File: src/rtl/mem_pkg.sv
`timescale 1ns/1ps
// Shared types for the memory command path: default widths, the queued
// command record and the sequencer state encoding.
package mem_pkg;

   localparam int unsigned ADDR_W = 8;
   localparam int unsigned DATA_W = 16;

   typedef struct packed {
      logic              write;
      logic [ADDR_W-1:0] addr;
      logic [DATA_W-1:0] wdata;
   } mem_cmd_t;

   typedef enum logic [2:0] {
      IDLE,
      WR,
      RD,
      WAIT,
      RESP
   } seq_state_e;

endpackage

File: src/rtl/mem_cmd_fifo.sv
`timescale 1ns/1ps
// In-order synchronous command FIFO. Push is ignored when full, pop is
// ignored when empty; simultaneous push and pop keep occupancy unchanged.
import mem_pkg::*;

module mem_cmd_fifo #(
   parameter int unsigned DEPTH   = 4,
   parameter type         entry_t = mem_cmd_t
) (
   input  logic   clk,
   input  logic   rst_n,
   input  logic   push,
   input  logic   pop,
   input  entry_t din,
   output entry_t head,
   output logic   full,
   output logic   empty
);

   localparam int unsigned PTR_W = $clog2(DEPTH);

   entry_t           store [DEPTH];
   logic [PTR_W-1:0] wr_ptr;
   logic [PTR_W-1:0] rd_ptr;
   logic [PTR_W:0]   count;
   logic             do_push;
   logic             do_pop;

   assign full    = (count == (PTR_W+1)'(DEPTH));
   assign empty   = (count == '0);
   assign do_push = push && !full;
   assign do_pop  = pop && !empty;
   assign head    = store[rd_ptr];

   // Pointer and occupancy tracking; pointers wrap naturally at DEPTH.
   always_ff @(posedge clk) begin
      if (!rst_n) begin
         wr_ptr <= '0;
         rd_ptr <= '0;
         count  <= '0;
      end else begin
         if (do_push) wr_ptr <= wr_ptr + PTR_W'(1);
         if (do_pop)  rd_ptr <= rd_ptr + PTR_W'(1);
         if (do_push && !do_pop)      count <= count + (PTR_W+1)'(1);
         else if (do_pop && !do_push) count <= count - (PTR_W+1)'(1);
      end
   end

   // Entry storage; contents are only meaningful while counted as occupied.
   always_ff @(posedge clk) begin
      if (do_push) store[wr_ptr] <= din;
   end

endmodule

File: src/rtl/mem_cmd_sequencer.sv
`timescale 1ns/1ps
// Memory command front-end: queues read/write requests and issues them one
// at a time as single-cycle strobes, returning read data with backpressure.
import mem_pkg::*;

module mem_cmd_sequencer #(
   parameter int unsigned ADDR_W     = mem_pkg::ADDR_W,
   parameter int unsigned DATA_W     = mem_pkg::DATA_W,
   parameter int unsigned FIFO_DEPTH = 4
) (
   input  logic              clk,
   input  logic              rst_n,
   input  logic              req_valid,
   output logic              req_ready,
   input  logic              req_write,
   input  logic [ADDR_W-1:0] req_addr,
   input  logic [DATA_W-1:0] req_wdata,
   output logic              rsp_valid,
   input  logic              rsp_ready,
   output logic [ADDR_W-1:0] rsp_addr,
   output logic [DATA_W-1:0] rsp_rdata,
   output logic [ADDR_W-1:0] mem_addr,
   output logic [DATA_W-1:0] mem_data_in,
   output logic              mem_write,
   output logic              mem_read,
   input  logic [DATA_W-1:0] mem_data_out,
   output logic              busy
);

   typedef struct packed {
      logic              write;
      logic [ADDR_W-1:0] addr;
      logic [DATA_W-1:0] wdata;
   } cmd_t;

   seq_state_e        state;
   seq_state_e        state_nxt;
   cmd_t              req_cmd;
   cmd_t              head_cmd;
   cmd_t              cmd_q;
   logic              fifo_full;
   logic              fifo_empty;
   logic              push;
   logic              pop;
   logic [ADDR_W-1:0] rsp_addr_q;
   logic [DATA_W-1:0] rsp_rdata_q;

   assign req_cmd   = '{write: req_write, addr: req_addr, wdata: req_wdata};
   assign req_ready = !fifo_full;
   assign push      = req_valid && req_ready;

   mem_cmd_fifo #(
      .DEPTH   (FIFO_DEPTH),
      .entry_t (cmd_t)
   ) u_fifo (
      .clk   (clk),
      .rst_n (rst_n),
      .push  (push),
      .pop   (pop),
      .din   (req_cmd),
      .head  (head_cmd),
      .full  (fifo_full),
      .empty (fifo_empty)
   );

   // Next-state, pop and strobe decode; strobes depend on registered state only.
   always_comb begin
      state_nxt = state;
      pop       = 1'b0;
      mem_write = 1'b0;
      mem_read  = 1'b0;
      rsp_valid = 1'b0;
      case (state)
         IDLE: begin
            if (!fifo_empty) begin
               pop       = 1'b1;
               state_nxt = head_cmd.write ? WR : RD;
            end
         end
         WR: begin
            mem_write = 1'b1;
            state_nxt = IDLE;
         end
         RD: begin
            mem_read  = 1'b1;
            state_nxt = WAIT;
         end
         WAIT: state_nxt = RESP;
         RESP: begin
            rsp_valid = 1'b1;
            if (rsp_ready) state_nxt = IDLE;
         end
         default: state_nxt = IDLE;
      endcase
   end

   // State, command and response registers.
   always_ff @(posedge clk) begin
      if (!rst_n) begin
         state       <= IDLE;
         cmd_q       <= '0;
         rsp_addr_q  <= '0;
         rsp_rdata_q <= '0;
      end else begin
         state <= state_nxt;
         if (pop) cmd_q <= head_cmd;
         if (state == WAIT) begin
            rsp_addr_q  <= cmd_q.addr;
            rsp_rdata_q <= mem_data_out;
         end
      end
   end

   assign mem_addr    = cmd_q.addr;
   assign mem_data_in = cmd_q.wdata;
   assign rsp_addr    = rsp_addr_q;
   assign rsp_rdata   = rsp_rdata_q;
   assign busy        = !fifo_empty || (state != IDLE);

endmodule

File: config.mk
export PLATFORM = sky130hd
export DESIGN_NAME = mem_cmd_sequencer
export DESIGN_NICKNAME = d
export VERILOG_FILES = /design/src/rtl/mem_pkg.sv /design/src/rtl/mem_cmd_fifo.sv /design/src/rtl/mem_cmd_sequencer.sv
export SDC_FILE = /design/constraint.sdc
export NUM_CORES = 1
export LEC_CHECK = 0
export ABC_AREA = 1
export CAP_MARGIN = 10
export CORE_MARGIN = 8
export CORE_UTILIZATION = 45
export CTS_CLUSTER_DIAMETER = 200
export DETAILED_ROUTE_END_ITERATION = 10
export PLACE_DENSITY = 0.69
export SYNTH_ARGS = -nofsm -noshare
export SYNTH_HDL_FRONTEND = slang
export SYNTH_SLANG_ARGS = --single-unit
File: constraint.sdc
create_clock -name clk -period 3.5 [get_ports clk]
set_input_delay 1.05 -clock clk [delete_from_list [all_inputs] [get_ports clk]]
set_output_delay 1.05 -clock clk [all_outputs]
set_load 0.01 [all_outputs]
Word level (Yosys, flattened, before mapping)
Memory sizes are Yosys's and may differ from the RTL's. A register that Yosys moved wholly into a read port is not among the register bits.
Index checks and enable logic that the tools add are counted.
- flip-flop bits (word level): 58
- memory bits (writable): 100
- output and inout port bits: 53
- memories: 1
- memories (memory ; depth ; width ; rd ports ; clocked after Yosys merged registers in ; wr ports ; line ; RTL):
    u_fifo.store ; 4 ; 25 ; 1 ; 1 ; 1 ; mem_cmd_fifo.sv:22 ; entry_t store [DEPTH];
- add/subtract/negate cells: 4
- equality and inequality tests: 7
- multiplexer cells: 15
- reduce and logical (&&, ||, !) cells: 15
- operators with widths (cell ; number):
    $mux 3 ; 4
    $pmux 3 s4 ; 1
    $mux 1 ; 7
    $eq 3x2->1 const B ; 2
    $eq 3x3->1 const B ; 2
    $logic_not 3->1 ; 2
    $mux 2 ; 3
    $logic_and 1x1->1 ; 5
    $add 2x1->2 const B ; 2
    $logic_not 1->1 ; 4
    $ne 2x2->1 const B ; 2
    $add 3x1->3 const B ; 1
    $eq 3x1->1 const B ; 1
    $reduce_bool 3->1 ; 1
    $sub 3x1->3 const B ; 1
    $reduce_and 2->1 ; 1
    $reduce_bool 2->1 ; 1
    $logic_or 1x1->1 ; 1

Depth between registers and ports, before layout
Gate-level depths: netlist of the first run.
- word-level depth: 8
- depth in mapped cells: 13
- gate-level depth less buffers: 12

By module
A second synthesis of the first run with hierarchy kept.
- cell total of the unflattened synthesis: 592
- area, all modules: 6283.5 um^2
- modules (own cells, without submodules) (module ; instances ; cells an instance ; area an instance (um^2) ; sequential area each (um^2)):
    mem_cmd_fifo ; 1 ; 312 ; 4230.3 ; 3183.1
    mem_cmd_sequencer ; 1 ; 280 ; 2053.2 ; 1021.0

Worst setup path before layout of the first run
Ideal clock, no wire load.
- path type: in2reg
- start: input port req_valid
- end: memory u_fifo.store[0][0] in the netlist's numbering, enable pin
- setup time: 0.407 ns
- arrival: 2.287 ns
- setup slack: 0.807 ns
- stages: 2
- path buffers: 0
- cells stage by stage: nand2_1 nor2_1
- cells in the longest elaborated chain, start to end: 4
- ends and longest elaborated chain (what ; line ; RTL):
    from (decl) ; mem_cmd_sequencer.sv:13 ; input logic req_valid,
    $logic_and 1x1->1 ; mem_cmd_sequencer.sv:50 ; assign push = req_valid && req_ready;
    $logic_and 1x1->1 ; mem_cmd_fifo.sv:31 ; assign do_push = push && !full;
    $mux 1 ; mem_cmd_fifo.sv:51 ; if (do_push) store[wr_ptr] <= din;
    $mux 1 (not written as such) ; mem_cmd_fifo.sv:51 ;
    to (decl) ; mem_cmd_fifo.sv:22 ;
Every way passes these cells.

Worst setup path in the final report of the first run
- start: register state[1]
- end: output port busy
- cells in the longest elaborated chain, start to end: 2
- ends and longest elaborated chain (what ; line ; RTL):
    from (decl) ; mem_cmd_sequencer.sv:36 ; seq_state_e state;
    from (signal assigned) ; mem_cmd_sequencer.sv:105 ; state <= state_nxt;
    $reduce_bool 3->1 ; mem_cmd_sequencer.sv:118 ; assign busy = !fifo_empty || (state != IDLE);
    $logic_or 1x1->1 ; mem_cmd_sequencer.sv:118 ;
    to (decl) ; mem_cmd_sequencer.sv:27 ; output logic busy
Every way passes these cells.

==> results.toml, run 1 <==
[floorplan]
core_um2 = 13240
die_width_um = 132.3
rows = 42
start_util = 0.4598
ios = 98
die_area_um2 = 17510
die_height_um = 132.3

[final_layout]
final_common_cell = "nor2_1"
fin_util = 0.5853
mostFrequentLayoutCells = "162 x nor2_1, 109 x o21ai_0, 100 x edfxtp_1, 96 x clkdlybuf4s50_1, 59 x dfxtp_1"
diodes = 0
stdcell_area_um2 = 7751
drive_above_1_share = 0.07829
stdcell_count = 853
nNetsFinal = 715
syn2layout_area_growth_pct = 27.31

[route]
dr_total_vias = 4212
drc = 0
routed_wl_um = 12830
firstDrtPassIters = 4
routedWlPerCell_um = 15.04
dr.first_iter.drc_count = 250
routed_via_density = 4.938
ant_nets = 0

[clocking]
cts_max_path_buffers = 2
htreeDepth = 4
clk_pin_slew_ns = 0.06
numCtsBuffers = 17
ctsHoldBuffers = 0
post_cts_buffers = 0
clkLatencyLatePin_ns = 0.42
clock-sinks = 160
cts_root_buf = "clkbuf_16"
cts_tree = "done"
cts_resized = 0

[timing]
fin_worst_skew_ns = 0.009970
finalHoldViolations = 0
setup_tns_ns = 0
worstMarginPinSlew_ns = 1.052
rsz0062_at_grt = "false"
clock.fmax_ghz = 0.3632
min_period_over_period = 0.7867
slew_viol_final = 0
holdWs_ns = 0.4664
relSlewSlack = 0.2980
fin_crit_ns = 2.754
setup_viol = 0
fin_ws_ns = 0.7464

[power]
peakVddDrop_v = 0.0003430
p_leak_nw = 2.852
total_power_mw = 6.157
power_density_nw_per_um2 = 794.4

[synthesis]
synth.avg_cell_area_um2 = 10.64
synth_nets = 623
ys_seq_area_frac = 0.6905
synth_area_leaders = "edfxtp_1 49%, dfxtp_1 20%, nor2_1 10%, o21ai_0 9.0%, inv_1 1.8%"
yosysWarnings = 0
netlist_area_um2 = 6088
ys_seq_elements = 160
yosysTopAreaCell = "edfxtp_1"
synth_cell_types = 23
synth_top_area_frac = 0.4932
syn_inst = 572

[setup_path]
start_kind = "flop"
crit_path_end_kind = "output port"
critical_path_class = "reg -> out"
path_max_fanout = 3
arrival_ns = 1.70
required_ns = 2.45

[placed_design]
routabilityCongestion = 0.7447
post-place-ws_ns = 0.4890
place_area_um2 = 7167
port_buffers = 97
dp_cells = 821
hpwlAfterDp_um = 8013

[global_route]
grt_pass1_wl_um = 20760
grt_max_degree = 57
grt_pass1_vias = 4250
antenna_found_initial = 0
track_usage = 0.1481
overflow = 0

[outcome]
status = "finished clean"

[min_path]
hold_path_class = "reg -> reg"

[run]
cap_violations = 0
critical path, stage by stage (launching register included):
cell	delay, ns
dfxtp_1	0.38
inv_2	0.08
nand2_2	0.10
nor2_4	0.05
nand2_1	0.11
clkdlybuf4s50_1	0.57
cell usage after synthesis (all sizes together):
library cell and instances:
xor2 1, a21oi 16, clkbuf 7, nor2 167
ha 5, nand2 19, inv 34, edfxtp 100
dfxtp 60, buf 24, nor3 2, nand3 9
o21ai 126, fa 1, nand4 1
area by class of cell:
| cell class | count | area [um2] |
|---|---|---|
| clock buffer | 17 | 425.4 |
| clock inverter | 15 | 158.9 |
| fill | 1103 | 5492 |
| inverter | 34 | 127.6 |
| multi-input combinational | 347 | 1595 |
| sequential | 160 | 4205 |
| tap | 176 | 220.2 |
| timing repair buffer | 104 | 1018 |
metal layers:
| layer | share of wire | global-route usage | up-vias |
|---|---|---|---|
| met3 | 0.057 | 0.05069 | 18 |
| met4 | 0.017 | 0.06751 | 0 |
| met5 | 0 | 0 | - |
| li1 | - | - | 2119 |
| met1 | 0.46 | 0.1773 | 1970 |
| met2 | 0.46 | 0.2367 | 105 |
worst paths after layout:
check | slack [ns] | to | start | cells past startpoint
setup / recovery | 0.75 | busy | state[1] | 5
hold / removal | 0.47 | rsp_addr[4] | mem_addr[4] | 2
setup reg to reg | 1.10 | u_fifo.count[2] | state[1] | 12
hold reg to reg | 0.47 | rsp_addr[4] | mem_addr[4] | 2
power by group:
| part | leakage (nW) | internal (mW) | switching [mW] |
|---|---|---|---|
| Sequential | 1.41 | 2.36 | 0.162 |
| Combinational | 1.17 | 0.749 | 1.09 |
| Clock | 0.272 | 1.06 | 0.745 |
| Total | 2.85 | 4.16 | 2.00 |
cells by family (layout without fill, tap and decap cells):
logic type / after synthesis / in the layout / share of synthesized area
AND/OR/NAND/NOR: 198 / 198 / 0.1286
buffers and inverters: 65 / 170 / 0.04912
XOR/XNOR: 1 / 1 / 0.001439
flip-flops: 160 / 160 / 0.6905
adder cells (fa/ha/maj): 6 / 6 / 0.01356
AO/OA/AOI/OAI: 142 / 142 / 0.1167
flip-flops by register name, indices dropped and copies added, names as in the netlist, 3 cells and up, named ones only:
name	count
state	3
rsp_addr	8
u_fifo.count	3
rsp_rdata	16
mem_addr	8
u_fifo.store	100
mem_data_in	16
Note: power is estimated with default switching activity, not from simulation.
==> run 2: changes to the inputs <==
- clock period: 3.5 -> 2.7 ns (I/O delays scaled with it)
==> results.toml, run 2 (synthesis gave the netlist of run 1 again) <==
[outcome]
status = "finished clean"

[floorplan]
rows = 42
die_height_um = 132.3
die_width_um = 132.3
ios = 98
core_um2 = 13240
start_util = 0.4598
die_area_um2 = 17510

[final_layout]
diodes = 0
mostFrequentLayoutCells = "162 x nor2_1, 109 x o21ai_0, 100 x edfxtp_1, 96 x clkdlybuf4s50_1, 59 x dfxtp_1"
largest_reg_flops = 100
syn2layout_area_growth_pct = 29.04
nNetsFinal = 720
stdcell_area_um2 = 7856
final_common_cell = "nor2_1"
top_register = "u_fifo.store"
drive_above_1_share = 0.08504

[global_route]
grt_pass1_vias = 4154
track_usage = 0.1508
grt_max_degree = 52
overflow = 0
grt_pass1_wl_um = 20970
antenna_found_initial = 0

[clocking]
clk_pin_slew_ns = 0.06
cts_resized = 0
cts_tree = "done"
cts_root_buf = "clkbuf_16"
clkLatencyLatePin_ns = 0.42
clock-sinks = 160
numCtsBuffers = 17
cts_max_path_buffers = 2
post_cts_buffers = 0
ctsHoldBuffers = 0
htreeDepth = 4

[power]
peakVddDrop_v = 0.0004845
power_density_nw_per_um2 = 1034
total_power_mw = 8.127
p_leak_nw = 2.907

[setup_path]
critPathMaxStageDelay_ns = 0.56
critical_path_class = "reg -> out"
reg2regPathDepth = 11
cp_slowest_cell = "clkdlybuf4s50_1"
r2r_end = "u_fifo.count[2]"
worstPathCellList = "inv_2 -> nand2_2 -> nor2_4 -> nand2_1 -> clkdlybuf4s50_1"
start_kind = "flop"
crit_path_end_kind = "output port"
arrival_ns = 1.67
timing.rr.start = "u_fifo.count[0]"
path_buf_inv = 2
ff2ff_setup_slack_ns = 0.84
path_depth = 5
required_ns = 1.89
critPathTopFamily = "buffers and inverters"
path_max_fanout = 3

[timing]
clock.fmax_ghz = 0.4034
fin_crit_ns = 2.479
worstMarginPinSlew_ns = 0.7295
slew_viol_final = 0
min_period_over_period = 0.9180
rsz0062_at_grt = "false"
finalHoldViolations = 0
fin_worst_skew_ns = 0.007729
holdWs_ns = 0.4743
relSlewSlack = 0.5130
setup_viol = 0
setup_tns_ns = 0

[route]
drc = 0
dr.first_iter.drc_count = 257
routed_wl_um = 12980
ant_nets = 0
routed_via_density = 4.955
routedWlPerCell_um = 15.12
firstDrtPassIters = 6
dr_total_vias = 4251

[placed_design]
routabilityCongestion = 0.7703
port_buffers = 97
place_area_um2 = 7242
hpwlAfterDp_um = 8402

[min_path]
whs_endpoint = "rsp_addr[2]"
hp-start = "mem_addr[2]"
min_path_cells = 2
hold_path_class = "reg -> reg"

[run]
cap_violations = 0
-- run 2: per-stage QoR --
| stage | util | cells | setup WS [ns] |
|---|---|---|---|
| global placement | 0.5469 | 826 | 0.2732 |
| global route | 0.5933 | 858 | 0.09092 |
| finish | 0.5933 | 858 | 0.2213 |
| CTS | 0.5933 | 858 | 0.1957 |
| detailed placement | 0.5469 | 826 | 0.1856 |
| floorplan | - | 572 | 0.2466 |
-- run 2: how the worst max path moves through the flow --
stage / slack (ns) / from / endpoint
3_5_place_dp: 0.19 / req_valid / u_fifo.count[2]
4_1_cts: 0.20 / state[1] / busy
2_1_floorplan: 0.25 / req_valid / u_fifo.store[0][0]
3_3_place_gp: 0.27 / req_valid / u_fifo.count[2]
6_report: 0.22 / state[1] / busy
5_1_grt: 0.09 / state[2] / rsp_valid
-- run 2: final cells by class --
class                           count  area (um2)
Fill cell                        1087        5386
Timing Repair Buffer              109        1094
Clock buffer                       20       456.7
Clock inverter                     12       157.7
Inverter                           34       127.6
Multi-Input combinational cell    347        1595
Tap cell                          176       220.2
Sequential cell                   160        4205
-- run 2: worst min-delay path, delay by kind of cell, from the launching register on --
family,cells,cell delay [ns]
compound gates,1,0.05
buf+inv,1,0.05
flops,1,0.32
-- run 2: metal layers --
metal / GRT usage / share of wire / up-vias
met5: 0 / 0 / -
met3: 0.05145 / 0.062 / 15
met2: 0.2467 / 0.48 / 135
met4: 0.06625 / 0.015 / 0
met1: 0.1766 / 0.45 / 1967
li1: - / - / 2134
-- run 2: power by group --
group          internal (mW)  switching (mW)
Clock                   1.51           0.928
Combinational           1.00            1.38
Sequential              3.05           0.251
==> run 3: changes to the inputs <==
- PLACE_DENSITY: 0.69 -> 0.72
- clock period: 2.7 -> 2.1 ns (I/O delays scaled with it)
==> results.toml, run 3 (synthesis gave the netlist of run 1 again) <==
[outcome]
status = "finished clean"

[timing]
min_period_over_period = 0.9694
fin_crit_ns = 2.036
setup_viol = 0
holdWs_ns = 0.4719
clock.fmax_ghz = 0.4912
finalHoldViolations = 0
fin_ws_ns = 0.06420
rsz0062_at_grt = "false"
fin_worst_skew_ns = 0.007776
worstMarginPinSlew_ns = 0.7141
relSlewSlack = 0.5232
slew_viol_final = 0

[route]
firstDrtPassIters = 5
ant_nets = 0
dr.first_iter.drc_count = 412
routed_via_density = 4.980
routed_wl_um = 13210
dr_total_vias = 4303
routedWlPerCell_um = 15.28
drc = 0

[setup_path]
crit_path_end_kind = "output port"
timing.rr.start = "u_fifo.count[1]"
worstPathCellList = "inv_2 -> nand2_2 -> nor2_4 -> nand2_1 -> clkdlybuf4s15_1"
cp_slowest_cell = "dfxtp_1"
arrival_ns = 1.41
critical_path_class = "reg -> out"
path_max_fanout = 3
timing.critical_path.from = "state[1]"
required_ns = 1.47
start_kind = "flop"
critPathMaxStageDelay_ns = 0.33

[final_layout]
syn2layout_area_growth_pct = 28.94
mostFrequentLayoutCells = "162 x nor2_1, 109 x o21ai_0, 100 x edfxtp_1, 91 x clkdlybuf4s50_1, 57 x dfxtp_1"
top_register = "u_fifo.store"
fill_cells = 1076
fin_util = 0.5928
nNetsFinal = 726
final_common_cell = "nor2_1"
drive_above_1_share = 0.09157
largest_reg_flops = 100
diodes = 0

[floorplan]
core_um2 = 13240
start_util = 0.4598
die_width_um = 132.3
die_height_um = 132.3
ios = 98
die_area_um2 = 17510
rows = 42

[power]
peakVddDrop_v = 0.0006253
total_power_mw = 10.34
power_density_nw_per_um2 = 1318
p_leak_nw = 2.930

[min_path]
hp-start = "u_fifo.count[0]"
hold_path_class = "reg -> reg"

[placed_design]
post-place-ws_ns = -0.2433
routabilityCongestion = 0.7670
hpwlAfterDp_um = 8708
port_buffers = 97

[clocking]
clkLatencyLatePin_ns = 0.42
cts_max_path_buffers = 2
post_cts_buffers = 0
ctsHoldBuffers = 0
cts_tree = "done"
htreeDepth = 4
cts_root_buf = "clkbuf_16"
clock-sinks = 160
numCtsBuffers = 17
clk_pin_slew_ns = 0.06

[global_route]
antenna_found_initial = 0
grt_pass1_wl_um = 21770
track_usage = 0.1554
grt_max_degree = 52
grt_pass1_vias = 4334
overflow = 0

[run]
cap_violations = 0
[run 3: cell types whose count changed in the layout (fill, tap and decap cells not counted), sizes merged]
cell and delta:
dlygate4sd2 +4, clkdlybuf4s50 -5, clkbuf +2, bufinv -1
inv -2, buf +6, clkinv +1, clkdlybuf4s15 +1
[run 3: per-layer routing]
metal | global-route usage | share of wire | vias up | wire [um]
li1 | - | - | 2142 | -
met1 | 0.1863 | 0.45 | 2008 | 5981
met2 | 0.2470 | 0.47 | 134 | 6148
met3 | 0.05335 | 0.065 | 19 | 863
met4 | 0.07256 | 0.016 | 0 | 213
met5 | 0 | 0 | - | 0
[run 3: cell type report]
class	count	area (um2)	share of cell area
sequential	160	4208	0.5360
clock inverter	10	113.9	0.01450
multi-input combinational	347	1595	0.2032
timing repair buffer	115	1121	0.1428
tap	176	220.2	0.02805
clock buffer	22	464.2	0.05913
inverter	34	127.6	0.01626
[run 3: worst paths after layout]
path	end	slack [ns]	cells past startpoint
setup / recovery	busy	0.06	5
hold / removal	u_fifo.count[0]	0.47	1
setup reg to reg	u_fifo.count[2]	0.25	11
hold reg to reg	u_fifo.count[0]	0.47	1
[run 3: metrics by stage]
step | setup TNS (ns) | cell area [um2] | instances
global placement | -0.2091 | 7274 | 832
global route | 0 | 7850 | 864
CTS | 0 | 7848 | 864
floorplan | -17.34 | 6088 | 572
detailed placement | -0.3430 | 7274 | 832
finish | 0 | 7850 | 864
[run 3: worst max-delay path: cells and delay by family, from the launching register on]
family / cells / cell delay, ns
buf+inv: 2 / 0.36
flops: 1 / 0.33
simple gates: 3 / 0.29
[run 3: power by group]
part           internal [mW]  switching [mW]  total, mW
combinational           1.31            1.86       3.17
sequential              3.93           0.283       4.21
clock                   1.81            1.16       2.96
total                   7.04            3.30       10.3
[run 3: what timing repair did]
action                                  CTS  global route
endpoints found under the setup margin    5             1
resized for setup                         6             2
hold endpoints to repair                  0             0
